===== config.mk =====
export PLATFORM = sky130hd
export DESIGN_NAME = axis_demux
export DESIGN_NICKNAME = d
export VERILOG_FILES = /design/src/rtl/axis_demux.sv
export SDC_FILE = /design/constraint.sdc
export NUM_CORES = 1
export LEC_CHECK = 0
export BUFFER_PORTS_ARGS = -buffer_cell sky130_fd_sc_hd__buf_4
export CAP_MARGIN = 20
export CORE_MARGIN = 2
export CORE_UTILIZATION = 25
export DETAILED_ROUTE_END_ITERATION = 7
export MAX_ROUTING_LAYER = met4
export SYNTH_ARGS = -nofsm -noshare
export SYNTH_HDL_FRONTEND = slang
export SYNTH_SLANG_ARGS = --single-unit

===== constraint.sdc =====
create_clock -name aclk -period 1.6 [get_ports aclk]
set_input_delay 0.16 -clock aclk [delete_from_list [all_inputs] [get_ports aclk]]
set_output_delay 0.16 -clock aclk [all_outputs]
set_load 0.005 [all_outputs]

===== src/rtl/axis_demux.sv =====
// axis_demux: one AXI-Stream slave routed to one of two masters.
// The route is chosen by `sel` at the first beat of a packet and held until
// that packet's tlast beat is accepted. Each master output has a one-entry
// skid-free register, so a drain and a load can happen in the same cycle.
// Each output also counts the packets it has completed.
module axis_demux #(
  parameter int DATA_WIDTH = 8
) (
  input  logic                  aclk,
  input  logic                  aresetn,
  // slave side
  input  logic [DATA_WIDTH-1:0] s_axis_tdata,
  input  logic                  s_axis_tvalid,
  input  logic                  s_axis_tlast,
  output logic                  s_axis_tready,
  input  logic                  sel,
  // master 0
  output logic [DATA_WIDTH-1:0] m_axis_tdata_0,
  output logic                  m_axis_tvalid_0,
  output logic                  m_axis_tlast_0,
  input  logic                  m_axis_tready_0,
  // master 1
  output logic [DATA_WIDTH-1:0] m_axis_tdata_1,
  output logic                  m_axis_tvalid_1,
  output logic                  m_axis_tlast_1,
  input  logic                  m_axis_tready_1,
  // completed-packet counters
  output logic [7:0]            pkt_cnt_0,
  output logic [7:0]            pkt_cnt_1
);

  typedef enum logic {
    ST_IDLE   = 1'b0,  // no packet open, route follows live sel
    ST_LOCKED = 1'b1   // packet open, route follows r_route
  } state_t;

  state_t                r_state;
  state_t                w_state_nxt;
  logic                  r_route;

  logic [DATA_WIDTH-1:0] r_data_0;
  logic                  r_last_0;
  logic                  r_valid_0;
  logic [DATA_WIDTH-1:0] r_data_1;
  logic                  r_last_1;
  logic                  r_valid_1;
  logic [7:0]            r_cnt_0;
  logic [7:0]            r_cnt_1;

  logic                  w_route;
  logic                  w_free_0;
  logic                  w_free_1;
  logic                  w_ready;
  logic                  w_accept;
  logic                  w_load_0;
  logic                  w_load_1;
  logic                  w_xfer_0;
  logic                  w_xfer_1;

  // Route in effect this cycle: locked route mid-packet, live sel otherwise.
  assign w_route  = (r_state == ST_LOCKED) ? r_route : sel;

  // An output register can take a new beat if empty or draining this cycle.
  assign w_free_0 = !r_valid_0 || m_axis_tready_0;
  assign w_free_1 = !r_valid_1 || m_axis_tready_1;

  // Ready looks only at the selected output; forced low while in reset.
  assign w_ready  = aresetn && (w_route ? w_free_1 : w_free_0);
  assign w_accept = s_axis_tvalid && w_ready;
  assign w_load_0 = w_accept && !w_route;
  assign w_load_1 = w_accept &&  w_route;
  assign w_xfer_0 = r_valid_0 && m_axis_tready_0;
  assign w_xfer_1 = r_valid_1 && m_axis_tready_1;

  // Route FSM state register.
  // NOTE: sequential state uses non-blocking (<=) so every flop samples
  // pre-edge values regardless of statement or block ordering.
  always_ff @(posedge aclk or negedge aresetn) begin
    if (!aresetn) begin
      r_state <= ST_IDLE;
    end else begin
      r_state <= w_state_nxt;
    end
  end

  // Route FSM next-state: open a packet on a non-last beat, close on tlast.
  // NOTE: the default assignment first keeps this block free of latches
  // on any path that does not assign w_state_nxt explicitly.
  always_comb begin
    w_state_nxt = r_state;
    case (r_state)
      ST_IDLE:   if (w_accept && !s_axis_tlast) w_state_nxt = ST_LOCKED;
      ST_LOCKED: if (w_accept &&  s_axis_tlast) w_state_nxt = ST_IDLE;
      default:   w_state_nxt = ST_IDLE;
    endcase
  end

  // Capture the packet's route at its first beat (only when a packet opens).
  always_ff @(posedge aclk or negedge aresetn) begin
    if (!aresetn) begin
      r_route <= 1'b0;
    end else if (r_state == ST_IDLE && w_accept && !s_axis_tlast) begin
      r_route <= sel;
    end
  end

  // Output 0 register: load wins over drain so back-to-back beats have no bubble.
  always_ff @(posedge aclk or negedge aresetn) begin
    if (!aresetn) begin
      r_data_0  <= '0;
      r_last_0  <= 1'b0;
      r_valid_0 <= 1'b0;
    end else if (w_load_0) begin
      r_data_0  <= s_axis_tdata;
      r_last_0  <= s_axis_tlast;
      r_valid_0 <= 1'b1;
    end else if (w_xfer_0) begin
      r_valid_0 <= 1'b0;
    end
  end

  // Output 1 register: same behaviour as output 0.
  always_ff @(posedge aclk or negedge aresetn) begin
    if (!aresetn) begin
      r_data_1  <= '0;
      r_last_1  <= 1'b0;
      r_valid_1 <= 1'b0;
    end else if (w_load_1) begin
      r_data_1  <= s_axis_tdata;
      r_last_1  <= s_axis_tlast;
      r_valid_1 <= 1'b1;
    end else if (w_xfer_1) begin
      r_valid_1 <= 1'b0;
    end
  end

  // Completed-packet counters: bump on a tlast transfer, wrap naturally at 8 bits.
  always_ff @(posedge aclk or negedge aresetn) begin
    if (!aresetn) begin
      r_cnt_0 <= 8'd0;
      r_cnt_1 <= 8'd0;
    end else begin
      if (w_xfer_0 && r_last_0) r_cnt_0 <= r_cnt_0 + 8'd1;
      if (w_xfer_1 && r_last_1) r_cnt_1 <= r_cnt_1 + 8'd1;
    end
  end

  assign s_axis_tready   = w_ready;
  assign m_axis_tdata_0  = r_data_0;
  assign m_axis_tlast_0  = r_last_0;
  assign m_axis_tvalid_0 = r_valid_0;
  assign m_axis_tdata_1  = r_data_1;
  assign m_axis_tlast_1  = r_last_1;
  assign m_axis_tvalid_1 = r_valid_1;
  assign pkt_cnt_0       = r_cnt_0;
  assign pkt_cnt_1       = r_cnt_1;

endmodule


==> results.cfg, run 1 <==
[drt]
drc = 0
vias_per_cell = 4.30
antenna_left = 0
firstDrtPassIters = 4
wl_per_cell_um = 13.2
drtIter0Drc = 13
routed-via-count = 1100
wl_mm = 3.38

[worst_hold_path]
whs_endpoint = m_axis_tdata_0[4]
hold_start = s_axis_tdata[4]
min_path_cells = 2
hold_path.class = input pin to register

[power]
power_mw = 3.31
ir_drop_v = 0.000680
p_per_area_nw_per_um2 = 1480
leakagePower_nw = 1.07

[logic_synthesis]
synth-compound-area-share_pct = 1.80
yosysSeqAreaShare_pct = 59.5
synth_cells = 114
syn_area_um2 = 1600
synth_top_family_by_area = multiplexers
muxShareOfSynthArea_pct = 16.5
yosys.area_share.simple_pct = 11.3
synth_ff_type = dfrtp_1
synth_nets = 131
synth_top_area_share_pct = 59.5
synthAdderAreaFrac_pct = 1.56
synth_xor_area_share_pct = 7.67
yosysTopAreaCell = dfrtp_1
ys_warn_count = 0
async_reset_ff_share_pct = 100
yosys.cell_types.count = 24
ys_ff_latch = 38
avgSynthCellArea_um2 = 14.0
synthTopCellsByArea = dfrtp_1, mux2_2, mux2_4
synth-edff-count = 0

[setup_path]
path_cells = mux2i_4 -> mux2i_1 -> and2_1 -> buf_4
criticalPathCategory = register to output port
cp_slowest_stage_delay_ps = 410
cp-end-kind = output port
cp_num_cells = 4
reg2regPathDepth = 4
cp_slowest_cell = dfrtp_1
rrSetupSlack_ps = 30
cp_top_family = multiplexers
path_buf_inv = 1
start_kind = register
r2r-end = m_axis_tdata_0[6]
path_max_fanout = 3
worstPathArrival_ps = 1450
cp.required_ps = 1440

[sta]
tns_ps = -13.5
tightest_slew_ps = 485
relSlewSlack_pct = 67.6
fin_crit_ps = 1610
max_freq_ghz = 0.620
hold_slack_ps = 119
rsz0062_at_grt = true
finalWorstSetupSlack_ps = -13.5
slew_viol_final = 0
hold_violations = 0
skew_ps = 4.86
fin_crit_sh_pct = 101
setup_viol = 1

[grt]
grt_pass1_wl_mm = 5.71
met2_usage_pct = 16.1
grt_overflow = 0
grt_util_met1_pct = 13.3
busiest_layer = met2
grt_pass1_vias = 1165
met3_usage_pct = 3.66
grt_max_degree = 39
grtUsageTotal_pct = 10.5
antenna_found_initial = 0

[clock_network]
cts-root-buf = clkbuf_8
cts_made_buffers = 5
cts_tree = done
numClockSinks = 38
cts.htree.levels = 2
clkTransAtPathRegs_ps = 80
cts_buffer_depth = 2
worstSkewPairLatency_ps = 280

[cells_and_area]
syn2layout_area_growth_pct = 39.8
finalNonFillerCells = 256
diodes = 0
nets = 195
final_common_cell = buf_4
layout_common_cells = buf_4, dfrtp_1, xnor2_1, mux2_2, nand3_1
utilization_pct = 35.6
drive_gt1_share_pct = 50.8
finish.instance_area_um2 = 2240

[flow_run]
drv_cap = 0

[placed_design]
place_ws_ps = 13.2
routabilityCongestion = 0.729
placed_area_um2 = 2100
dp.cells = 246
dpl.hpwl_mm = 2.51
port_buffers = 51

[floorplanning]
die_y_um = 84.0
ios = 52
die_area_um2 = 7050
std_cell_rows = 29
dieWidth_um = 84.0
start_util_pct = 25.5
core_area_um2 = 6280

[outcome]
violations = setup timing
status = complete, but fails checks
==> synthesized netlist by cell type, drive strengths merged (2+ instances only) <==
| cell type | n |
|---|---|
| and3 | 3 |
| buf | 2 |
| dfrtp | 38 |
| ha | 2 |
| mux2 | 19 |
| mux2i | 2 |
| nand2 | 6 |
| nand3 | 10 |
| nand4 | 2 |
| nor2 | 3 |
| nor2b | 2 |
| o21ai | 2 |
| or2 | 2 |
| xnor2 | 11 |
| xor2 | 3 |
==> power by group <==
| part | switching [mW] | internal [mW] | leakage [nW] |
|---|---|---|---|
| Sequential | 0.251 | 1.27 | 0.477 |
| Clock | 0.321 | 0.348 | 0.0482 |
| Combinational | 0.351 | 0.771 | 0.546 |
==> worst max-delay path by stage <==
| stage | from | slack [ps] | end |
|---|---|---|---|
| 6_report | register | -10 | s_axis_tready |
| 2_1_floorplan | register | 60 | m_axis_tdata_0[2] |
| 3_5_place_dp | register | 10 | m_axis_tdata_0[6] |
| 5_1_grt | register | -100 | s_axis_tready |
| 3_3_place_gp | register | 80 | m_axis_tdata_0[1] |
| 4_1_cts | register | -50 | s_axis_tready |
==> layer usage <==
layer	share of wire, %	up-vias
li1	-	521
met3	6.6	0
met4	0	0
met5	0	-
met2	47	42
met1	47	537
==> worst reg2reg max path, delay by kind of cell, from the launching register on <==
family | cells | cell delay (ps)
buffers and inverters | 1 | 170
muxes | 2 | 600
DFF | 1 | 410
and+or+nand+nor | 1 | 270
==> flip-flops by register name, indices dropped and copies added, names as in the netlist, named ones only <==
signal and count:
m_axis_tlast_0 1, pkt_cnt_1 8, m_axis_tdata_1 8, m_axis_tlast_1 1, pkt_cnt_0 8, m_axis_tvalid_1 1
m_axis_tvalid_0 1, r_route 1, m_axis_tdata_0 8
==> cell type report <==
cell class              instances  area, um^2
repair buffers                 59         453
well taps                      77        96.3
clock inverters                 1        5.00
multi-input cells              73         641
flip-flops and latches         38         951
fillers                       621        4040
clock buffers                   7        86.3
inverters                       1        3.75
==> logic make-up after synthesis <==
kind of cell | after synthesis
XOR/XNOR | 14
adder cells (fa/ha/maj) | 2
AO/OA/AOI/OAI | 4
buffers and inverters | 3
AND/OR/NAND/NOR | 32
multiplexers | 21
flip-flops | 38
==> what timing repair did <==
action                                  CTS  global route
gates cloned                              0             0
resized for setup                         4             2
setup buffers                             0             1
endpoints found under the setup margin    3            10
hold endpoints to repair                 38             0
hold buffers                              1             0
pin swaps                                 1             0
(Power assumes the default switching activity.)
==> run 2, diff against run 1 <==
--- a/config.mk
+++ b/config.mk
@@ -10,7 +10,6 @@
 export CORE_MARGIN = 2
 export CORE_UTILIZATION = 25
 export DETAILED_ROUTE_END_ITERATION = 7
-export MAX_ROUTING_LAYER = met4
 export SYNTH_ARGS = -nofsm -noshare
 export SYNTH_HDL_FRONTEND = slang
 export SYNTH_SLANG_ARGS = --single-unit
==> run 2 against run 1 <==
Against the previous run: the run still ends with setup timing left; clock power hardly changed; non-clock buffer count stayed put; final cell count is the same; utilization stayed put; via count shrank 0.18%; critical endpoint unchanged; largest cell class unchanged.
==> results.cfg, run 2 (synthesis results as in run 1) <==
[outcome]
status = complete, but fails checks
violations = setup timing

[floorplanning]
die_y_um = 84.0
ios = 52
start_util_pct = 25.5
std_cell_rows = 29
die_area_um2 = 7050
core_area_um2 = 6280
dieWidth_um = 84.0

[grt]
grt_pass1_wl_mm = 5.69
grtUsageTotal_pct = 10.2
grt_pass1_vias = 1168
antenna_found_initial = 0
grt_max_degree = 39
grt_overflow = 0

[clock_network]
cts-root-buf = clkbuf_8
clkTransAtPathRegs_ps = 80
cts_made_buffers = 5
cts_buffer_depth = 2
cts.htree.levels = 2
cts_tree = done
numClockSinks = 38
worstSkewPairLatency_ps = 280

[setup_path]
path_buf_inv = 1
path_cells = mux2i_4 -> mux2i_1 -> and2_1 -> buf_4
reg2regPathDepth = 4
cp.required_ps = 1440
start_kind = register
cp_slowest_cell = dfrtp_1
criticalPathCategory = register to output port
cp_slowest_stage_delay_ps = 410
worstPathArrival_ps = 1450
rrSetupSlack_ps = 30
cp_top_family = multiplexers
cp-end-kind = output port
r2r-end = m_axis_tdata_0[6]
cp_num_cells = 4
path_max_fanout = 3

[power]
combPwrFrac_pct = 34.0
ir_drop_v = 0.000680
p_per_area_nw_per_um2 = 1480
p_int_mw = 2.38
pwr-share-clk_pct = 20.1
swShare_pct = 27.8
p_sw_mw = 0.920
p_seq_share_pct = 45.9
leakagePower_nw = 1.07

[drt]
vias_per_cell = 4.29
antenna_left = 0
drtIter0Drc = 13
wl_mm = 3.38
wl_per_cell_um = 13.2
routed-via-count = 1098
firstDrtPassIters = 4
drc = 0

[sta]
hold_slack_ps = 119
skew_ps = 7.08
setup_viol = 1
tightest_slew_ps = 487
max_freq_ghz = 0.621
rsz0062_at_grt = true
hold_violations = 0
slew_viol_final = 0
relSlewSlack_pct = 67.5
fin_crit_sh_pct = 101
fin_crit_ps = 1610
finalWorstSetupSlack_ps = -10.5
tns_ps = -10.5

[placed_design]
place_ws_ps = 13.2
placed_area_um2 = 2100
dpl.hpwl_mm = 2.51
routabilityCongestion = 0.721
port_buffers = 51

[flow_run]
drv_cap = 0

[cells_and_area]
nets = 195
final_common_cell = buf_4
layout_common_cells = buf_4, dfrtp_1, xnor2_1, mux2_2, nand3_1
syn2layout_area_growth_pct = 39.8
diodes = 0
finish.instance_area_um2 = 2240
drive_gt1_share_pct = 50.8

[worst_hold_path]
whs_endpoint = m_axis_tdata_0[4]
min_path_cells = 2
hold_start = s_axis_tdata[4]
hold_path.class = input pin to register
[run 2: timing repair]
action / 4_1_cts / 5_1_grt
setup buffers: 0 / 1
gates cloned: 0 / 0
hold buffers: 1 / 0
gates resized for setup: 4 / 2
pin swaps: 1 / 0
endpoints found under the hold margin: 38 / 0
setup endpoints to repair: 3 / 10
[run 2: worst max-delay path by stage]
stage	slack, ps	to	startpoint
global placement	80	m_axis_tdata_0[1]	register
CTS	-50	s_axis_tready	register
global route	-100	s_axis_tready	register
finish	-10	s_axis_tready	register
detailed placement	10	m_axis_tdata_0[6]	register
floorplan	60	m_axis_tdata_0[2]	register
[run 2: per-layer routing]
layer	global-route usage [%]	wire length, um
met5	0	0
met4	2.64	0
met3	3.86	229
met2	16.1	1590
met1	13.1	1560
[run 2: stage by stage]
stage | utilization, % | std cells | power, mW
after floorplan | - | 114 | 1.97
after global placement | 33.5 | 246 | 2.59
after detailed placement | 33.5 | 246 | 2.62
after CTS | 35.3 | 255 | 3.33
after global routing | 35.6 | 256 | 3.54
final | 35.6 | 256 | 3.30
[run 2: area by class of cell]
cell class	count	area, um^2
clock buffers	7	86.3
clock inverters	1	5.00
fillers	621	4040
inverters	1	3.75
multi-input cells	73	641
flip-flops and latches	38	951
well taps	77	96.3
repair buffers	59	453
[run 2: power by group through the flow]
stage | Sequential [mW] | Clock (mW) | Combinational (mW)
6_report | 1.52 | 0.665 | 1.12
5_1_grt | 1.57 | 0.746 | 1.22
4_1_cts | 1.52 | 0.691 | 1.12
3_5_place_dp | 1.53 | 0 | 1.10
3_3_place_gp | 1.53 | 0 | 1.06
2_1_floorplan | 1.51 | 0 | 0.462
==> run 3, diff against run 2 <==
--- a/config.mk
+++ b/config.mk
@@ -5,6 +5,7 @@
 export SDC_FILE = /design/constraint.sdc
 export NUM_CORES = 1
 export LEC_CHECK = 0
+export ABC_AREA = 1
 export BUFFER_PORTS_ARGS = -buffer_cell sky130_fd_sc_hd__buf_4
 export CAP_MARGIN = 20
 export CORE_MARGIN = 2
==> run 3 against run 2 <==
Against the previous run: the run now ends clean; setup slack improved by 100 ps; utilization is 0.51 points lower; total power down 8.8%; die area increased by 3.1%; routed wire length up 11%; final area up 0.28%; non-clock buffer count is 5 lower; largest cell class unchanged; largest power group unchanged; highest routed layer is now met4.
==> results.cfg, run 3 <==
[cells_and_area]
finish.instance_area_um2 = 2240
syn2layout_area_growth_pct = 35.8
drive_gt1_share_pct = 33.6
diodes = 0
finalNonFillerCells = 303
layout_common_cells = nand2_1, buf_4, dfrtp_1, nand3_1
nets = 242

[logic_synthesis]
ys_ff_latch = 38
synth_cells = 167
synthTopCellsByArea = dfrtp_1, nand2_1, nand3_1
yosysSeqAreaShare_pct = 57.6
syn_area_um2 = 1650
synth_nets = 184
yosys.cell_types.count = 23
yosysTopAreaCell = dfrtp_1
yosys-top-cells-count = nand2_1, dfrtp_1, nand3_1
synth_ff_type = dfrtp_1
async_reset_ff_share_pct = 100
avgSynthCellArea_um2 = 9.89
synth_top_area_share_pct = 57.6
synth-edff-count = 0
yosysMostFrequentCell = nand2_1
ys_warn_count = 0

[worst_hold_path]
hold_path.class = input pin to register
min_path_cells = 3

[floorplanning]
ios = 52
die_y_um = 85.3
core_area_um2 = 6390
die_area_um2 = 7270
start_util_pct = 25.9
std_cell_rows = 29
dieWidth_um = 85.3

[drt]
routed-via-count = 1306
drc = 0
wl_per_cell_um = 12.4
wl_mm = 3.76
drtIter0Drc = 49
firstDrtPassIters = 4
antenna_left = 0
vias_per_cell = 4.31

[clock_network]
cts_tree = done
cts.htree.levels = 2
post-cts-setup-buffer-count = 0
cts_buffer_depth = 2
numClockSinks = 38
clkTransAtPathRegs_ps = 80
cts_made_buffers = 5
cts-root-buf = clkbuf_8
worstSkewPairLatency_ps = 290

[power]
leakagePower_nw = 1.19
ir_drop_v = 0.000564
p_per_area_nw_per_um2 = 1340

[setup_path]
cp-end-kind = output port
path_max_fanout = 4
worstPathArrival_ps = 1350
reg2regPathDepth = 8
criticalPathCategory = register to output port
start_kind = register
cp.required_ps = 1440

[sta]
fin_crit_ps = 1510
tightest_slew_ps = 469
max_freq_ghz = 0.663
tns_ps = 0
fin_crit_sh_pct = 94.2
hold_violations = 0
slew_viol_final = 0
relSlewSlack_pct = 68.7
setup_viol = 0
skew_ps = 7.95

[placed_design]
dpl.hpwl_mm = 2.78
dp.cells = 294
port_buffers = 51
placed_area_um2 = 2110
routabilityCongestion = 0.765

[grt]
grt_overflow = 0
antenna_found_initial = 0
grtUsageTotal_pct = 11.1
grt_max_degree = 38
grt_pass1_vias = 1296
grt_pass1_wl_mm = 6.30

[flow_run]
drv_cap = 0

[outcome]
status = finished clean
run 3: cell types whose count changed in the layout (fill, tap and decap cells not counted), sizes merged, moves of 4 or more:
cell	delta
xnor2	-5
nor2	+9
buf	-5
xor2	+4
nand2	+50
nand3	+8
inv	+11
mux2	-17
run 3: final timing paths:
path | startpoint | end | slack, ps
setup / recovery | register | s_axis_tready | 90
hold / removal | s_axis_tdata[4] | m_axis_tdata_0[4] | 70
setup reg to reg | register | m_axis_tlast_1 | 100
hold reg to reg | pkt_cnt_1[7] | pkt_cnt_1[7] | 460
max in group asynchronous | aresetn | m_axis_tdata_0[0] | 750
min in group asynchronous | aresetn | async pin | 230
run 3: where the power goes:
group | total, mW | switching (mW) | internal [mW]
registers | 1.39 | 0.190 | 1.20
clock network | 0.809 | 0.350 | 0.459
logic | 0.815 | 0.357 | 0.459
total | 3.01 | 0.897 | 2.12
run 3: kinds of logic (layout without fill, tap and decap cells):
logic type,Yosys count,after routing,share of synthesized area (%)
AND/OR/NAND/NOR,93,93,26.5
flip-flops,38,38,57.6
buffers and inverters,15,74,4.70
XOR/XNOR,13,13,6.89
AO/OA/AOI/OAI,4,4,1.44
adder cells (fa/ha/maj),2,2,1.51
multiplexers,2,2,1.36
run 3: layer usage:
layer  routed length, um  global-route usage, %  up-vias  part of all wire (%)
met1                1630                   13.7      612                    43
met3                 340                   4.96        5                   9.0
met4                  33                   3.03        0                  0.88
met5                   0                      0        -                     0
li1                    -                      -      645                     -
met2                1760                   17.8       44                    47
run 3: critical path, stage by stage (launching register included):
cell     delay, ps
dfrtp_1        390
inv_2           90
nand2_2         70
nand3_1        120
nand2_1        100
nor2_4         150
buf_4          140
run 3: repair_timing:
item                                    in CTS  in global routing
gates resized for setup                      0                  2
hold buffers                                 1                  0
endpoints found under the setup margin       0                 19
hold endpoints to repair                    38                  0
run 3: per-stage QoR:
| stage | utilization, % | hold slack (ps) | setup WS (ps) | total power [mW] |
|---|---|---|---|---|
| 6_report | 35.1 | 68.0 | 92.7 | 3.01 |
| 5_1_grt | 35.1 | 57.3 | -5.11 | 3.25 |
| 4_1_cts | 35.0 | 51.8 | 58.1 | 3.07 |
| 3_5_place_dp | 33.1 | -41.3 | 81.7 | 2.24 |
| 3_3_place_gp | 33.1 | -40.3 | 124 | 2.21 |
| 2_1_floorplan | - | -136 | 356 | 1.73 |
run 3: final cells by class:
cell class	instances	area (um^2)
Fill cell	681	4140
Clock inverter	3	40.0
Timing Repair Buffer	54	408
Clock buffer	5	68.8
Inverter	12	45.0
Multi-Input combinational cell	114	633
Tap cell	77	96.3
Sequential cell	38	951
